File: config.mk
export PLATFORM = sky130hd
export DESIGN_NAME = bch_encoder
export DESIGN_NICKNAME = d
export VERILOG_FILES = /design/src/rtl/bch_encoder.sv
export SDC_FILE = /design/constraint.sdc
export NUM_CORES = 1
export LEC_CHECK = 0
export CORE_MARGIN = 2
export CORE_UTILIZATION = 45
export CTS_CLUSTER_DIAMETER = 150
export CTS_CLUSTER_SIZE = 10
export DETAILED_ROUTE_END_ITERATION = 16
export GPL_ROUTABILITY_DRIVEN = 0
export GPL_TIMING_DRIVEN = 0
export HOLD_SLACK_MARGIN = 0.12
export PLACE_DENSITY_LB_ADDON = 0.3
export SYNTH_ARGS = -nofsm -noshare
export SYNTH_HDL_FRONTEND = slang
export SYNTH_SLANG_ARGS = --single-unit
File: constraint.sdc
create_clock -name clk -period 1.7 [get_ports clk]
set_clock_uncertainty 0.2 [all_clocks]
set_input_delay 0.34 -clock clk [delete_from_list [all_inputs] [get_ports clk]]
set_output_delay 0.34 -clock clk [all_outputs]
set_load 0.02 [all_outputs]
File: src/rtl/bch_encoder.sv
// Serial systematic BCH(63,51) encoder, one bit per clock.
// Message bits pass straight through a single-entry output register while an
// LFSR accumulates the remainder; the 12 parity bits are then shifted out
// MSB-first behind the message. Output register drains under valid/ready.
module bch_encoder #(
    parameter int unsigned N   = 63,
    parameter int unsigned K   = 51,
    parameter logic [12:0] GEN = 13'b1_0101_0011_1001
) (
    input  logic clk,
    input  logic rst,
    input  logic in_valid,
    input  logic in_data,
    output logic in_ready,
    output logic out_valid,
    output logic out_data,
    input  logic out_ready
);

    localparam int unsigned PW = N - K;
    localparam int unsigned CW = 6;
    localparam logic [PW-1:0]  POLY     = GEN[PW-1:0];
    localparam logic [CW-1:0]  MSG_LAST = CW'(K - 1);
    localparam logic [CW-1:0]  PAR_LAST = CW'(PW - 1);

    typedef enum logic {
        MSG = 1'b0,
        PAR = 1'b1
    } state_e;

    state_e         state_q, state_d;
    logic [CW-1:0]  cnt_q, cnt_d;
    logic [PW-1:0]  lfsr_q, lfsr_d;
    logic           out_valid_q, out_valid_d;
    logic           out_data_q, out_data_d;
    logic           slot_free;
    logic           fb;

    // Output slot is usable when empty or being drained this cycle.
    assign slot_free = !out_valid_q || out_ready;
    assign in_ready  = (state_q == MSG) && slot_free;
    assign out_valid = out_valid_q;
    assign out_data  = out_data_q;

    // State, counter, LFSR and output register.
    always_ff @(posedge clk or negedge rst) begin
        if (!rst) begin
            state_q     <= MSG;
            cnt_q       <= '0;
            lfsr_q      <= '0;
            out_valid_q <= 1'b0;
            out_data_q  <= 1'b0;
        end else begin
            state_q     <= state_d;
            cnt_q       <= cnt_d;
            lfsr_q      <= lfsr_d;
            out_valid_q <= out_valid_d;
            out_data_q  <= out_data_d;
        end
    end

    // Next-state: feed message through the divider, then shift parity out.
    always_comb begin
        state_d     = state_q;
        cnt_d       = cnt_q;
        lfsr_d      = lfsr_q;
        out_valid_d = out_valid_q;
        out_data_d  = out_data_q;
        fb          = 1'b0;

        if (slot_free) begin
            out_valid_d = 1'b0;
        end

        unique case (state_q)
            MSG: begin
                if (in_valid && in_ready) begin
                    out_data_d  = in_data;
                    out_valid_d = 1'b1;
                    fb          = in_data ^ lfsr_q[PW-1];
                    lfsr_d      = {lfsr_q[PW-2:0], 1'b0} ^ (fb ? POLY : '0);
                    if (cnt_q == MSG_LAST) begin
                        cnt_d   = '0;
                        state_d = PAR;
                    end else begin
                        cnt_d   = cnt_q + CW'(1);
                    end
                end
            end
            PAR: begin
                if (slot_free) begin
                    out_data_d  = lfsr_q[PW-1];
                    out_valid_d = 1'b1;
                    lfsr_d      = {lfsr_q[PW-2:0], 1'b0};
                    if (cnt_q == PAR_LAST) begin
                        cnt_d   = '0;
                        state_d = MSG;
                    end else begin
                        cnt_d   = cnt_q + CW'(1);
                    end
                end
            end
            default: begin
                state_d = MSG;
            end
        endcase
    end

endmodule

==> out/metrics.cfg <==
[run_status]
outcome=completed

[setup_path]
crit_fanout=2
cp_cell_sequence=buf_4, clkdlybuf4s15_1
crit_start=out_valid$_DFF_PN0_
reg2reg_depth=6
critPathKind=reg -> out
r2r_start=out_valid$_DFF_PN0_
critical_path_depth=2
cpLargestDelayFamily=buffers and inverters
cpMaxStageDelayCell=dfrtp_1
crit_path_end_kind=primary output
required_ps=1160
cp-start-kind=register
path_buf_inv=2
crit_arrival_ps=1110
slowest_delay_ps=400

[floorplan]
core_region_area_sq_um=2210
die_x_um=52.4
num_rows=17
die_area_sq_um=2750
chipHeight_um=52.4
start_util_pct=47.7
pin_count=8

[detailed_routing]
wl_um=1920
wire_per_inst_um=13.1
vias_per_cell=5.09
drc_errors=0
postRouteAntennaNets=0
drt_iter0_drc=14
vias=743
drt_first_pass_iters=4

[pwr]
total_power_mw=2.07
power_leakage_nw=0.539
peakVddDrop_mv=0.818
p_per_area_nw_per_um2=1690

[logic_synthesis]
synth_most_common_cell=nand2_1
syn_inst=105
yosysUniqueCellTypes=26
synth_flop_cell=dfrtp_1
synth_area_per_cell_sq_um=10.0
synth_area_leaders=dfrtp_1 (50%), nand2_1 (10%), xnor2_1 (8.3%)
synth_edf_count=0
yosysWarningCount=0
synthTopCellsByCount=nand2_1 (29), dfrtp_1 (21), xnor2_1 (10)
yosysSeqAreaShare_pct=49.8
synth_area_sq_um=1050
yosysTopAreaCell=dfrtp_1
synth_top_area_share_pct=49.8
ys_seq_elements=21
synthArstFlopShare_pct=100
syn-num-nets=112

[clock_network]
numCtsBuffers=3
root_buffer=clkbuf_4
cts_num_sinks=21
clk_latency_ps=310
ctsHoldBuffers=0
cts_tree=yes
h-tree-depth=1
clk_path_buf_depth=2
clk_pin_slew_ps=120

[grt]
grt_pass1_wl_um=3330
overflow=0
grt_busiest_layer=met2
use_met2_pct=26.7
grt_use_met3_pct=3.71
antenna_found_initial=0
gr-usage-met1_pct=20.2
grt_max_degree=22
grt_pass1_vias=776
track_usage_pct=16.7

[timing]
slew_viol_final=0
setup_viol=0
maxSlewHeadroom_pct=37.2
rsz0062_at_grt=no
hold_viol_final=0
fmax_mhz=606
timing.final.crit_share_pct=97.1
tightest_slew_ps=939
holdWs_ps=286
period_needed_ps=1650

[min_path]
worstHoldPathType=reg -> reg
hold_depth=2
worstHoldStart=out_data$_DFFE_PN0P_

[final_layout]
nets=126
diodes=0
area_growth_syn_to_layout_pct=15.9
drive_gt1_share_pct=20.3

[place]
dp_hpwl_um=1330
port_buffers=7

[run]
max_cap_viol_count=0

-- through the flow --
stage / cells / setup WS (ps) / util [%] / instance area (sq um) / TNS (ps)
finish: 146 / 50.0 / 55.3 / 1220 / 0
global route: 146 / 7.06 / 55.3 / 1220 / 0
CTS: 144 / -47.0 / 53.5 / 1180 / -47.0
detailed placement: 140 / -599 / 52.4 / 1160 / -5780
global placement: 140 / -556 / 52.4 / 1160 / -4370
floorplan: 105 / 161 / - / 1050 / 0
-- report_power, final --
group | internal [mW] | total (mW) | switching, mW
Combinational | 0.424 | 0.893 | 0.469
Sequential | 0.734 | 0.931 | 0.197
Clock | 0.0879 | 0.243 | 0.155
-- logic make-up (layout without fill, tap and decap cells) --
| kind of cell | Yosys count | after routing | synth area share (%) |
|---|---|---|---|
| flops | 21 | 21 | 49.8 |
| buf+inv | 7 | 20 | 4.27 |
| mux | 3 | 3 | 4.15 |
| simple gates | 48 | 48 | 23.5 |
| fa+ha+maj | 2 | 2 | 2.37 |
| compound gates | 14 | 14 | 7.59 |
| xor+xnor | 10 | 10 | 8.30 |
-- layout make-up --
| type | instances | area, sq um |
|---|---|---|
| Clock buffer | 3 | 22.5 |
| Timing Repair Buffer | 10 | 104 |
| Clock inverter | 1 | 5.00 |
| Tap cell | 28 | 35.0 |
| Sequential cell | 21 | 526 |
| Inverter | 2 | 7.51 |
| Fill cell | 192 | 990 |
| Multi-Input combinational cell | 77 | 497 |
| Buffer | 4 | 26.3 |
-- routing by layer --
metal	vias up	routed length [um]	share of wire, %
li1	367	-	-
met1	355	868	45
met2	15	915	48
met3	6	66	3.4
met4	0	64	3.3
met5	-	0	0
-- final timing paths --
kind | end | slack (ps)
setup / recovery | out_valid | 50
hold / removal | out_data$_DFFE_PN0P_ | 290
setup reg to reg | cnt_q[5]$_DFFE_PN0P_ | 100
hold reg to reg | out_data$_DFFE_PN0P_ | 290
max in group asynchronous | cnt_q[0]$_DFFE_PN0P_ | 380
min in group asynchronous | lfsr_q[1]$_DFFE_PN0P_ | 340
-- cells in the final DEF (no fill, tap or decap), types with 8 or more instances in the layout --
master / netlist / layout
nand2_1: 29 / 29
o21ai_0: 8 / 8
dfrtp_1: 21 / 21
xnor2_1: 10 / 10
-- sequential cells by signal, summed over array words and instances, names as in the netlist --
signal     flops
state_q        1
out_data       1
out_valid      1
lfsr_q        12
cnt_q          6
-- tightest hold or removal path, stage by stage, from the launching register on --
cell and delay (ps):
dfrtp_1 360, nand2_1 40, o21ai_0 60
-- what timing repair did --
action / 4_1_cts / 5_1_grt
setup endpoints to repair: 3 / 2
resized for setup: 9 / 4
buffers inserted: 0 / 3
Note: power is estimated with default switching activity, not from simulation.
